`src/rtl/if_fetch_mq.sv`:
```
// Instruction fetch with several outstanding requests, in-order PC tags,
// stale-response discard after redirects, and a small buffer toward decode.
module if_fetch_mq #(
   parameter logic [31:0] RESET_PC    = 32'h1c000000,
   parameter int          OUTSTANDING = 2,
   parameter int          BUF_DEPTH   = 2
) (
   input  logic        clk,
   input  logic        reset,
   output logic        inst_sram_req,
   output logic        inst_sram_wr,
   output logic [1:0]  inst_sram_size,
   output logic [3:0]  inst_sram_wstrb,
   output logic [31:0] inst_sram_addr,
   output logic [31:0] inst_sram_wdata,
   input  logic        inst_sram_addr_ok,
   input  logic        inst_sram_data_ok,
   input  logic [31:0] inst_sram_rdata,
   input  logic        br_taken_id,
   input  logic [31:0] br_target_id,
   input  logic        br_taken_exe,
   input  logic [31:0] br_target_exe,
   input  logic        exec_flush,
   input  logic [31:0] exec_pc,
   input  logic        ertn_flush,
   input  logic [31:0] ertn_pc,
   input  logic        id_allowin,
   output logic        if_to_id_valid,
   output logic [31:0] if_pc,
   output logic [31:0] if_inst,
   output logic        if_exc
);

   localparam int TW = (OUTSTANDING > 1) ? $clog2(OUTSTANDING) : 1;
   localparam int BW = (BUF_DEPTH > 1) ? $clog2(BUF_DEPTH) : 1;
   localparam logic [TW-1:0] T_LAST = TW'(OUTSTANDING - 1);
   localparam logic [BW-1:0] B_LAST = BW'(BUF_DEPTH - 1);
   localparam logic [3:0]    B_FULL = 4'(BUF_DEPTH);
   localparam logic [2:0]    O_MAX  = 3'(OUTSTANDING);

   logic [31:0]   fetch_pc_q, fetch_pc_d;
   logic [2:0]    inflight_q, inflight_d, inflight_n;
   logic [2:0]    discard_q, discard_d;
   logic          pend_q, pend_d;
   logic [31:0]   pend_pc_q, pend_pc_d;
   logic [1:0]    pend_lvl_q, pend_lvl_d;
   logic          adef_q, adef_d;
   logic          hang_q, hang_d;
   logic [31:0]   tag_q [OUTSTANDING];
   logic [31:0]   tag_d [OUTSTANDING];
   logic [TW-1:0] twp_q, twp_d, trp_q, trp_d;
   logic [31:0]   bpc_q [BUF_DEPTH];
   logic [31:0]   bpc_d [BUF_DEPTH];
   logic [31:0]   binst_q [BUF_DEPTH];
   logic [31:0]   binst_d [BUF_DEPTH];
   logic          bexc_q [BUF_DEPTH];
   logic          bexc_d [BUF_DEPTH];
   logic [BW-1:0] bwp_q, bwp_d, brp_q, brp_d;
   logic [3:0]    bcnt_q, bcnt_d;

   logic          redir;
   logic [31:0]   redir_pc;
   logic [1:0]    redir_lvl;
   logic          credit, acc, hang_now;
   logic          keep, adef_push, push, buf_pop;
   logic [3:0]    eff_cnt;

   always_comb begin
      redir_pc  = br_target_id;
      redir_lvl = 2'd0;
      if (exec_flush) begin
         redir_pc  = exec_pc;
         redir_lvl = 2'd3;
      end else if (ertn_flush) begin
         redir_pc  = ertn_pc;
         redir_lvl = 2'd2;
      end else if (br_taken_exe) begin
         redir_pc  = br_target_exe;
         redir_lvl = 2'd1;
      end
   end

   assign redir = exec_flush | ertn_flush | br_taken_exe | br_taken_id;

   assign inst_sram_wr    = 1'b0;
   assign inst_sram_size  = 2'b10;
   assign inst_sram_wstrb = 4'b0;
   assign inst_sram_wdata = 32'b0;
   assign inst_sram_addr  = fetch_pc_q;

   assign if_to_id_valid = ~reset & (bcnt_q != 4'd0) & ~redir;
   assign if_pc          = bpc_q[brp_q];
   assign if_inst        = binst_q[brp_q];
   assign if_exc         = bexc_q[brp_q];
   assign buf_pop        = if_to_id_valid & id_allowin;

   // The slot freed by this cycle's pop counts as free credit.
   assign eff_cnt = bcnt_q - {3'b0, buf_pop};
   assign credit  = (inflight_q < O_MAX) &
                    (({2'b0, inflight_q} + {1'b0, eff_cnt}) < 5'(BUF_DEPTH));

   assign inst_sram_req = ~reset &
                          (hang_q | ((fetch_pc_q[1:0] == 2'b00) & ~adef_q & credit));

   assign acc        = inst_sram_req & inst_sram_addr_ok;
   assign hang_now   = inst_sram_req & ~inst_sram_addr_ok;
   assign inflight_n = inflight_q + {2'b0, acc} - {2'b0, inst_sram_data_ok};

   assign keep      = inst_sram_data_ok & ~redir & (discard_q == 3'd0);
   assign adef_push = (fetch_pc_q[1:0] != 2'b00) & ~adef_q & ~hang_q &
                      (inflight_q == 3'd0) & (bcnt_q < B_FULL) & ~redir;
   assign push      = keep | adef_push;

   always_comb begin
      fetch_pc_d = fetch_pc_q;
      inflight_d = inflight_n;
      discard_d  = discard_q;
      pend_d     = pend_q;
      pend_pc_d  = pend_pc_q;
      pend_lvl_d = pend_lvl_q;
      adef_d     = adef_q | adef_push;
      hang_d     = hang_now;
      tag_d      = tag_q;
      twp_d      = twp_q;
      trp_d      = trp_q;
      bpc_d      = bpc_q;
      binst_d    = binst_q;
      bexc_d     = bexc_q;
      bwp_d      = bwp_q;
      brp_d      = brp_q;
      bcnt_d     = bcnt_q + {3'b0, push} - {3'b0, buf_pop};

      if (acc) begin
         tag_d[twp_q] = fetch_pc_q;
         twp_d = (twp_q == T_LAST) ? '0 : twp_q + 1'b1;
      end
      if (inst_sram_data_ok) begin
         trp_d = (trp_q == T_LAST) ? '0 : trp_q + 1'b1;
         if (discard_q != 3'd0) discard_d = discard_q - 3'd1;
      end

      if (push) begin
         bpc_d[bwp_q]   = keep ? tag_q[trp_q] : fetch_pc_q;
         binst_d[bwp_q] = keep ? inst_sram_rdata : 32'h0;
         bexc_d[bwp_q]  = ~keep;
         bwp_d = (bwp_q == B_LAST) ? '0 : bwp_q + 1'b1;
      end
      if (buf_pop) brp_d = (brp_q == B_LAST) ? '0 : brp_q + 1'b1;

      if (acc) begin
         if (pend_q) begin
            fetch_pc_d = pend_pc_q;
            discard_d  = inflight_n;
            pend_d     = 1'b0;
         end else begin
            fetch_pc_d = fetch_pc_q + 32'd4;
         end
      end

      // Everything still in flight after a redirect is stale.
      if (redir) begin
         bcnt_d    = 4'd0;
         bwp_d     = '0;
         brp_d     = '0;
         discard_d = inflight_n;
         adef_d    = 1'b0;
         if (hang_now) begin
            pend_d = 1'b1;
            if (~pend_q | (redir_lvl >= pend_lvl_q)) begin
               pend_pc_d  = redir_pc;
               pend_lvl_d = redir_lvl;
            end
         end else begin
            fetch_pc_d = redir_pc;
            pend_d     = 1'b0;
         end
      end
   end

   always_ff @(posedge clk) begin
      if (reset) begin
         fetch_pc_q <= RESET_PC;
         inflight_q <= 3'd0;
         discard_q  <= 3'd0;
         pend_q     <= 1'b0;
         pend_pc_q  <= 32'h0;
         pend_lvl_q <= 2'd0;
         adef_q     <= 1'b0;
         hang_q     <= 1'b0;
         twp_q      <= '0;
         trp_q      <= '0;
         bwp_q      <= '0;
         brp_q      <= '0;
         bcnt_q     <= 4'd0;
         for (int i = 0; i < OUTSTANDING; i++) tag_q[i] <= 32'h0;
         for (int i = 0; i < BUF_DEPTH; i++) begin
            bpc_q[i]   <= 32'h0;
            binst_q[i] <= 32'h0;
            bexc_q[i]  <= 1'b0;
         end
      end else begin
         fetch_pc_q <= fetch_pc_d;
         inflight_q <= inflight_d;
         discard_q  <= discard_d;
         pend_q     <= pend_d;
         pend_pc_q  <= pend_pc_d;
         pend_lvl_q <= pend_lvl_d;
         adef_q     <= adef_d;
         hang_q     <= hang_d;
         twp_q      <= twp_d;
         trp_q      <= trp_d;
         bwp_q      <= bwp_d;
         brp_q      <= brp_d;
         bcnt_q     <= bcnt_d;
         tag_q      <= tag_d;
         bpc_q      <= bpc_d;
         binst_q    <= binst_d;
         bexc_q     <= bexc_d;
      end
   end

endmodule

```
`config.mk`:
```
export PLATFORM = sky130hd
export DESIGN_NAME = if_fetch_mq
export DESIGN_NICKNAME = d
export VERILOG_FILES = /design/src/rtl/if_fetch_mq.sv
export SDC_FILE = /design/constraint.sdc
export NUM_CORES = 1
export LEC_CHECK = 0
export ABC_AREA = 1
export BUFFER_PORTS_ARGS = -buffer_cell sky130_fd_sc_hd__buf_2
export CAP_MARGIN = 20
export CORE_UTILIZATION = 60
export DETAILED_ROUTE_END_ITERATION = 16
export PLACE_DENSITY = 0.83
export SYNTH_ARGS = -nofsm -noshare
export SYNTH_HDL_FRONTEND = slang
export SYNTH_SLANG_ARGS = --single-unit
```
`constraint.sdc`:
```
create_clock -name clk -period 11 [get_ports clk]
set_input_delay 1.1 -clock clk [delete_from_list [all_inputs] [get_ports clk]]
set_output_delay 1.1 -clock clk [all_outputs]
set_load 0.005 [all_outputs]
```
### Yosys cells after proc, flatten, opt, wreduce, memory -nomap -nowiden

Index checks and enable logic that the tools add are counted.

* flip-flop bits (word level): 277
* bits of input ports: 169
* output and inout bits: 138
* word-level logic and storage cells: 134

* add/subtract/negate cells: 12
* magnitude comparators: 10
* mux-type cells: 46
* bitwise gates (word level): 34
* reduce and logical (&&, ||, !) cells: 11

Operator list (count)
* 32-bit 2-to-1 mux: 20
* 64-bit bitwise mux: 3
* 32-bit demux with 1-bit select: 2
* 32-bit by 3-bit adder with 32-bit output, second input constant: 1
* 1-bit bitwise AND: 16
* 3-bit 2-to-1 mux: 5
* 1-bit 2-to-1 mux: 12
* 2-bit greater-or-equal comparator, second input constant: 4
* 1-bit inverter with 2-bit output: 4
* 4-bit by 1-bit subtractor with 4-bit output: 2
* 1-bit inverter: 7
* 1-bit OR: 7
* 3-bit logical NOT: 2
* 3-bit by 4-bit adder with 5-bit output: 1
* 5-bit by 2-bit less-than comparator with 1-bit output, second input constant: 1
* 1-bit adder, second input constant: 4
* 4-bit by 1-bit adder with 4-bit output: 1
* 2-bit by 1-bit less-than comparator with 1-bit output, second input constant: 2
* 4-bit by 2-bit less-than comparator with 1-bit output, second input constant: 1
* 2-bit 2-to-1 mux: 2
* 2-bit nonzero test: 2
* 4-bit nonzero test: 1
* 3-bit by 1-bit adder with 3-bit output: 1
* 3-bit by 2-bit less-than comparator with 1-bit output, second input constant: 1
* other kinds (10): 11

### Longest topological paths before layout

Gate-level depths: netlist (run 1).

* word-level depth: 19
* gate-level depth with buffers: 32

### Worst setup path before layout (run 1)

No wires, ideal clock.

* path type: input port to flip-flop
* from: in exec_flush
* to: reg discard_q[2]
* library setup time: 58 ps
* arrival: 5150 ps
* required time: 10942 ps
* slack: 5792 ps
* cell stages on the path: 31
* buffers on the path: 3
* path through: buf_6 > nor2_8 > inv_2 > nor2_2 > nand2_4 > nor2_1 > inv_1 > nor2_1 > nand2_1 > inv_1 > ha_1 > ha_1 > inv_1 > fa_1 > nor2_1 > nand2_1 > nor2_1 > nand3_1 > nand2_2 > nand3_2 > buf_2 > buf_2 > ha_1 > inv_1 > ha_1 > fa_1 > xnor2_1 > inv_1 > nor2_1 > nand2_1 > nand2_1

* word-level cells in the longest chain between the ends: 19

Ends and longest elaborated chain
* start: declaration: RTL line 23 `input logic exec_flush,`
* 1-bit OR * (3 in a row): RTL line 83 `assign redir = exec_flush | ertn_flush | br_taken_exe | br_taken_id;`
* 1-bit inverter *: RTL line 91 `assign if_to_id_valid = ~reset & (bcnt_q != 4'd0) & ~redir;`
* 1-bit bitwise AND *: RTL line 91
* named net if_to_id_valid: RTL line 28 `output logic if_to_id_valid,`
* 1-bit bitwise AND *: RTL line 95 `assign buf_pop = if_to_id_valid & id_allowin;`
* named net buf_pop: RTL line 65 `logic keep, adef_push, push, buf_pop;`
* 4-bit by 1-bit subtractor with 4-bit output *: RTL line 98 `assign eff_cnt = bcnt_q - {3'b0, buf_pop};`
* 3-bit by 4-bit adder with 5-bit output *: RTL line 100 `(({2'b0, inflight_q} + {1'b0, eff_cnt}) < 5'(BUF_DEPTH));`
* (+3 left out)
* 1-bit OR *: RTL line 103 `(hang_q | ((fetch_pc_q[1:0] == 2'b00) & ~adef_q & credit));`
* 1-bit bitwise AND *: RTL line 102 `assign inst_sram_req = ~reset &`
* 1-bit bitwise AND *: RTL line 105 `assign acc = inst_sram_req & inst_sram_addr_ok;`
* 3-bit by 1-bit adder with 3-bit output: RTL line 107 `assign inflight_n = inflight_q + {2'b0, acc} - {2'b0, inst_sram_data_ok};`
* 3-bit by 1-bit subtractor with 3-bit output: RTL line 107
* 3-bit 2-to-1 mux: RTL line 151 `if (pend_q) begin`
* 3-bit 2-to-1 mux: RTL line 150 `if (acc) begin`
* 3-bit 2-to-1 mux *: RTL line 161 `if (redir) begin`
* end signal: assignment: RTL line 204 `discard_q <= discard_d;`
* end: declaration: RTL line 43 `logic [2:0] discard_q, discard_d;`

Mark *: on every way through the listed nets, which the timed path passes. The rest lies on a longest branch.
A chain may end at the register's enable or synchronous reset.

### Worst setup path in the final report (run 1)

* from: in exec_flush
* to: reg tag_q[44] (netlist name)

* word-level cells in the longest chain between the ends: 14

Ends and longest elaborated chain
* 1-bit OR (3 in a row): RTL line 83
* 1-bit inverter: RTL line 91
* 1-bit bitwise AND: RTL line 91
* 1-bit bitwise AND: RTL line 95
* named net buf_pop: RTL line 65
* 4-bit by 1-bit subtractor with 4-bit output: RTL line 98
* 3-bit by 4-bit adder with 5-bit output: RTL line 100
* 5-bit by 2-bit less-than comparator with 1-bit output: RTL line 100
* 1-bit bitwise AND: RTL line 99 `assign credit = (inflight_q < O_MAX) &`
* 1-bit bitwise AND: RTL line 103
* 1-bit OR: RTL line 103
* 1-bit bitwise AND: RTL line 102
* 1-bit bitwise AND: RTL line 105
* end signal: assignment: RTL line 215 `tag_q <= tag_d;`
* end: declaration: RTL line 49 `logic [31:0] tag_q [OUTSTANDING];`

The timed path passes the listed nets, and every way through them passes these cells.

==> results of run 1 <==
-- flip-flops by register name, indices dropped and copies added (netlist names) --
name / flops
pend_pc_q: 32
bpc_q: 64
adef_q: 1
trp_q: 1
inflight_q: 3
tag_q: 64
twp_q: 1
bexc_q: 2
discard_q: 3
pend_q: 1
hang_q: 1
inst_sram_addr: 32
bcnt_q: 4
pend_lvl_q: 2
binst_q: 64
bwp_q: 1
brp_q: 1
-- worst paths after layout --
path	end	slack (ps)
max reg2reg	tag_q[44]	6000
min	binst_q[54]	460
min reg2reg	binst_q[54]	460
max	tag_q[44]	4740
-- area by class of cell --
class / instances / area [µm²] / share of cell area
Multi-Input combinational cell: 1742 / 7880 / 0.468
Clock inverter: 11 / 118 / 0.00699
Tap cell: 324 / 405 / 0.0241
Sequential cell: 277 / 5550 / 0.330
Timing Repair Buffer: 283 / 1520 / 0.0906
Inverter: 130 / 498 / 0.0296
Clock buffer: 42 / 855 / 0.0508
-- stage by stage --
stage / hold WS [ps] / setup WS, ps / area (µm²) / instances / power (µW)
after floorplan: 429 / 5790 / 14900 / 2346 / 1470
after global placement: 443 / 4500 / 15800 / 2752 / 1600
after detailed placement: 448 / 4280 / 15800 / 2752 / 1610
after CTS: 457 / 4840 / 16700 / 2805 / 2600
after global routing: 471 / 4210 / 16800 / 2809 / 2710
final: 460 / 4740 / 16800 / 2809 / 2600
-- routing by layer --
| layer | GRT usage | part of all wire | vias to the layer above |
|---|---|---|---|
| li1 | - | - | 7504 |
| met1 | 0.398 | 0.41 | 6843 |
| met2 | 0.540 | 0.48 | 693 |
| met3 | 0.0466 | 0.078 | 114 |
| met4 | 0.118 | 0.037 | 0 |
| met5 | 0 | 0 | - |
-- power groups by stage --
stage | combinational [µW] | sequential (µW) | clock, µW
floorplan | 344 | 1130 | 0
global placement | 419 | 1180 | 0
detailed placement | 432 | 1180 | 0
CTS | 436 | 1160 | 999
global route | 504 | 1170 | 1040
finish | 443 | 1160 | 991
-- cell usage in the layout (no fill, tap or decap), types with 6 or more instances in the layout --
cell type,instances
buf_4,12
inv_2,6
dfxtp_1,275
a21oi_1,107
buf_2,267
inv_1,118
a22oi_1,13
mux2i_1,34
xnor2_1,6
nand3_1,77
ha_1,19
o21a_1,13
conb_1,39
o21ai_0,196
xor2_1,8
o21ai_1,8
clkbuf_8,8
nor2_1,472
nand2_1,681
or2_2,10
clkbuf_16,29
a221oi_1,16
clkinv_2,6
-- critical path, cell delays in order --
cell and delay [ps]:
buf_2 510, nor2_8 140, inv_2 310, nor2_2 90, nand2_4 120, nor2_1 70
inv_1 250, nor2_1 100, nand2_1 70, inv_1 70, ha_1 210, ha_1 280
inv_1 110, fa_1 430, nor2_1 110, nand2_1 60, nor2_1 80, nand3_1 90
nand2_2 120, nand3_2 680, nor2_2 800, buf_4 340, inv_2 270, nor2_1 170
nor2_1 60
-- kinds of logic after synthesis --
kind of cell	synth area share
and+or+nand+nor	0.338
AOI/OAI and AO/OA	0.132
buffers and inverters	0.103
DFF	0.375
muxes	0.0230
adders and majority gates	0.0201
xor gates and xnor gates	0.00828
other	0.000507
==> results.sh, run 1 <==
export IMPL_outcome="completed"
export IMPL_worstSkewPairLatency_ps=550
export IMPL_antenna_cells=0
export IMPL_synth_common_cells="682 x nand2_1, 472 x nor2_1, 277 x dfxtp_1, 196 x o21ai_0, 119 x inv_1"
export IMPL_final_setup_tns_ps=0
export IMPL_grt_usage=0.314
export IMPL_fin_util=0.694
export IMPL_rows=57
export IMPL_synth_distinct_cells=44
export IMPL_pin_count=307
export IMPL_post_route_period_util=0.569
export IMPL_rsz0062_at_grt="false"
export IMPL_leakagePower_uw=0.00809
export IMPL_die_h_um=159
export IMPL_cts_resized=0
export IMPL_layout_drive_gt1_share=0.148
export IMPL_cts_num_sinks=277
export IMPL_crit_start="exec_flush"
export IMPL_first_global_vias=13900
export IMPL_ys_seq_area_frac=0.375
export IMPL_timing_rr_start="bcnt_q[2]"
export IMPL_p_seq_frac=0.448
export IMPL_syn_avg_cell_area_um2=6.41
export IMPL_io_buffers=267
export IMPL_synth_area_leader_cell="dfxtp_1"
export IMPL_dieArea_mm2=0.0253
export IMPL_ant_nets=0
export IMPL_cts_tree="done"
export IMPL_fmax_mhz=160
export IMPL_maxCapViolCount=0
export IMPL_cts_setup_buffers=0
export IMPL_ctsRootBufferMaster="clkbuf_16"
export IMPL_required_ps=11430
export IMPL_swShare=0.296
export IMPL_setup_viol=0
export IMPL_synth_area_leaders="dfxtp_1 37%, nand2_1 17%, nor2_1 12%"
export IMPL_grt_max_degree=135
export IMPL_min_from="binst_q[54]"
export IMPL_r2r_cells=22
export IMPL_worst_slew_pin_slew_ps=1110
export IMPL_fillers=2117
export IMPL_min_period_ps=6260
export IMPL_gr_total_overflow=0
export IMPL_routed_via_density=5.39
export IMPL_wl_um=41100
export IMPL_hold_violations=0
export IMPL_report_final_slew_viol_count=0
export IMPL_path_class="in2reg"
export IMPL_async_flop_share=0
export IMPL_cts_path_max_buffers=3
export IMPL_finClkSkew_ps=9.86
export IMPL_cts_buffers=29
export IMPL_p_per_area_mw_per_mm2=154
export IMPL_worst_path_max_fanout=41
export IMPL_pwr_share_clk=0.382
export IMPL_firstDrtPassIters=6
export IMPL_drt_wirelength_per_cell_um=14.6
export IMPL_htreeDepth=1
export IMPL_whs_path_depth=2
export IMPL_core_area_mm2=0.0242
export IMPL_relSlewSlack=0.257
export IMPL_dieWidth_um=159
export IMPL_internal_power_uw=1830
export IMPL_ctsHoldBuffers=0
export IMPL_antenna_found_initial=0
export IMPL_yosysWarnings=0
export IMPL_dp_hpwl_um=26900
export IMPL_path_clk_slew_ps=60
export IMPL_synth_flop_cell="dfxtp_1"
export IMPL_gp_congestion=0.916
export IMPL_synth_edf_count=0
export IMPL_power_frac_comb=0.171
export IMPL_final_nets=2654
export IMPL_worst_ir_drop_vdd_mv=0.125
export IMPL_start_kind="input port"
export IMPL_min_path_type="reg2reg"
export IMPL_grt_pass1_wl_um=67100
export IMPL_end_kind="register"
export IMPL_syn_inst=2309
export IMPL_synth_seq_cells=277
export IMPL_yosysMostFrequentCell="nand2_1"
export IMPL_switchingPower_uw=768
export IMPL_vias=15200
export IMPL_synth_top_cell_area_share=0.375
export IMPL_drc=0
export IMPL_syn_area_mm2=0.0148
export IMPL_drt_iter0_drc=1542
export IMPL_cp_arrival_ps=6690
export IMPL_start_util=0.611
export IMPL_syn2layout_area_growth_pct=13.6
No activity file was read; power rests on OpenSTA's default activity.
==> run 2: changes to the inputs <==
--- a/config.mk
+++ b/config.mk
@@ -8,9 +8,9 @@
 export ABC_AREA = 1
 export BUFFER_PORTS_ARGS = -buffer_cell sky130_fd_sc_hd__buf_2
 export CAP_MARGIN = 20
-export CORE_UTILIZATION = 60
+export CORE_UTILIZATION = 50
 export DETAILED_ROUTE_END_ITERATION = 16
-export PLACE_DENSITY = 0.83
+export PLACE_DENSITY = 0.74
 export SYNTH_ARGS = -nofsm -noshare
 export SYNTH_HDL_FRONTEND = slang
 export SYNTH_SLANG_ARGS = --single-unit
==> constraint.sdc (replaced) <==
create_clock -name clk -period 5.64 [get_ports clk]
set_input_delay 0.564 -clock clk [delete_from_list [all_inputs] [get_ports clk]]
set_output_delay 0.564 -clock clk [all_outputs]
set_load 0.005 [all_outputs]
==> run 2 against run 1 <==
  * Wire length up 1.5%
  * Clock-buffer cell count fell by 5
  * Clock skew about the same
  * Critical path type unchanged
  * First-iteration DRC count is 14% lower
  * Critical path depth up 4
  * Design area rose by 0.95%
  * Highest routed layer unchanged
==> results.sh, run 2 (synthesized netlist as in run 1, its figures left out) <==
export IMPL_outcome="completed"
export IMPL_worst_r2r_setup_slack_ps=1590
export IMPL_syn2layout_area_growth_pct=14.7
export IMPL_use_met1=0.337
export IMPL_cts_num_sinks=277
export IMPL_rows=62
export IMPL_grt_usage=0.265
export IMPL_worst_path_max_fanout=20
export IMPL_firstDrtPassIters=6
export IMPL_path_delay_family="adder cells"
export IMPL_place_ws_ps=679
export IMPL_routed_via_density=5.19
export IMPL_r2r_cells=26
export IMPL_setup_ws_ps=1230
export IMPL_reg_top3="binst_q (64), bpc_q (64), tag_q (64)"
export IMPL_power_total_uw=5130
export IMPL_ctsHoldBuffers=0
export IMPL_cp_arrival_ps=4900
export IMPL_antenna_found_initial=0
export IMPL_final_common_cell="nand2_1"
export IMPL_antenna_cells=0
export IMPL_io_buffers=267
export IMPL_maxCapViolCount=0
export IMPL_critPathBufInv=7
export IMPL_dp_hpwl_um=27600
export IMPL_core_area_mm2=0.0289
export IMPL_die_h_um=174
export IMPL_drt_wirelength_per_cell_um=14.5
export IMPL_final_cell_mix="681 x nand2_1, 472 x nor2_1, 275 x dfxtp_1, 267 x buf_2, 196 x o21ai_0"
export IMPL_cts_tree="done"
export IMPL_worst_ir_drop_vdd_mv=0.249
export IMPL_critPathSlowestCell="fa_1"
export IMPL_start_util=0.512
export IMPL_whs_path_depth=5
export IMPL_hold_end="binst_q[41]"
export IMPL_grt_pass1_wl_um=67600
export IMPL_worst_slew_pin_slew_ps=982
export IMPL_htreeDepth=1
export IMPL_dieArea_mm2=0.0303
export IMPL_hold_violations=0
export IMPL_finClkSkew_ps=10.0
export IMPL_leakagePower_uw=0.00814
export IMPL_reg2reg_to="discard_q[2]"
export IMPL_gp_congestion=0.888
export IMPL_final_setup_tns_ps=0
export IMPL_path_clk_slew_ps=60
export IMPL_min_period_ps=4410
export IMPL_worstSkewPairLatency_ps=550
export IMPL_pin_count=307
export IMPL_cts_buffers=29
export IMPL_fmax_mhz=227
export IMPL_cts_path_max_buffers=3
export IMPL_relSlewSlack=0.345
export IMPL_met2_usage=0.464
export IMPL_drt_iter0_drc=1327
export IMPL_dieWidth_um=174
export IMPL_report_final_slew_viol_count=0
export IMPL_slowest_delay_ps=430
export IMPL_post_route_period_util=0.782
export IMPL_start_kind="input port"
export IMPL_met3_usage=0.0383
export IMPL_timing_rr_start="bcnt_q[2]"
export IMPL_path_class="in2reg"
export IMPL_cts_setup_buffers=0
export IMPL_wl_um=41700
export IMPL_first_global_vias=13600
export IMPL_end_kind="register"
export IMPL_drc=0
export IMPL_layout_drive_gt1_share=0.152
export IMPL_grt_max_degree=111
export IMPL_setup_viol=0
export IMPL_fin_hold_ws_ps=339
export IMPL_grt_busiest_layer="met2"
export IMPL_cts_resized=0
export IMPL_vias=14900
export IMPL_ant_nets=0
export IMPL_rsz0062_at_grt="false"
export IMPL_min_from="inst_sram_rdata[9]"
export IMPL_final_nets=2662
export IMPL_required_ps=6140
export IMPL_fin_util=0.587
export IMPL_ctsRootBufferMaster="clkbuf_16"
export IMPL_min_path_type="in2reg"
export IMPL_p_per_area_mw_per_mm2=302
export IMPL_gr_total_overflow=0
[run 2: cell types whose count changed in the layout (fill, tap and decap cells not counted)]
| cell | delta |
|---|---|
| clkbuf_1 | -2 |
| buf_8 | -1 |
| clkinv_2 | +3 |
| inv_8 | -1 |
| buf_4 | +9 |
| clkbuf_8 | -3 |
| clkinv_4 | +1 |
| inv_6 | +1 |
| bufinv_16 | +2 |
[run 2: tightest hold or removal path, stage by stage]
cell and delay [ps]:
buf_2 90, inv_1 40, nor2_1 40, nand2_1 50, a21oi_1 50
[run 2: how the worst max path moves through the flow]
stage / startpoint / to / depth (start not counted)
finish: exec_flush / discard_q[2] / 29
global route: exec_flush / discard_q[2] / 29
CTS: exec_flush / tag_q[24] / 25
detailed placement: exec_flush / tag_q[24] / 25
global placement: exec_flush / discard_q[2] / 29
floorplan: exec_flush / discard_q[2] / 31
[run 2: cell type report]
class                   instances  area, µm²
multi-input cells            1742       7880
clock inverters                17        199
fillers                      2762      11900
clock buffers                  37        806
repair buffers                291       1580
flip-flops and latches        277       5550
inverters                     130        498
well taps                     384        480
[run 2: through the flow]
step | instance area, µm² | cells
floorplan | 14900 | 2346
global placement | 15900 | 2821
detailed placement | 15900 | 2821
CTS | 16900 | 2875
global route | 17000 | 2878
finish | 17000 | 2878
[run 2: routing by layer]
metal  wire length [µm]  vias up
met5                  0        -
met4                915        0
met3               2920       70
met2              19800      573
met1              18100     6770
li1                   -     7523
[run 2: power breakdown]
part | switching [µW] | total [µW] | internal [µW]
Clock | 809 | 2000 | 1190
Sequential | 163 | 2250 | 2090
Combinational | 541 | 876 | 334
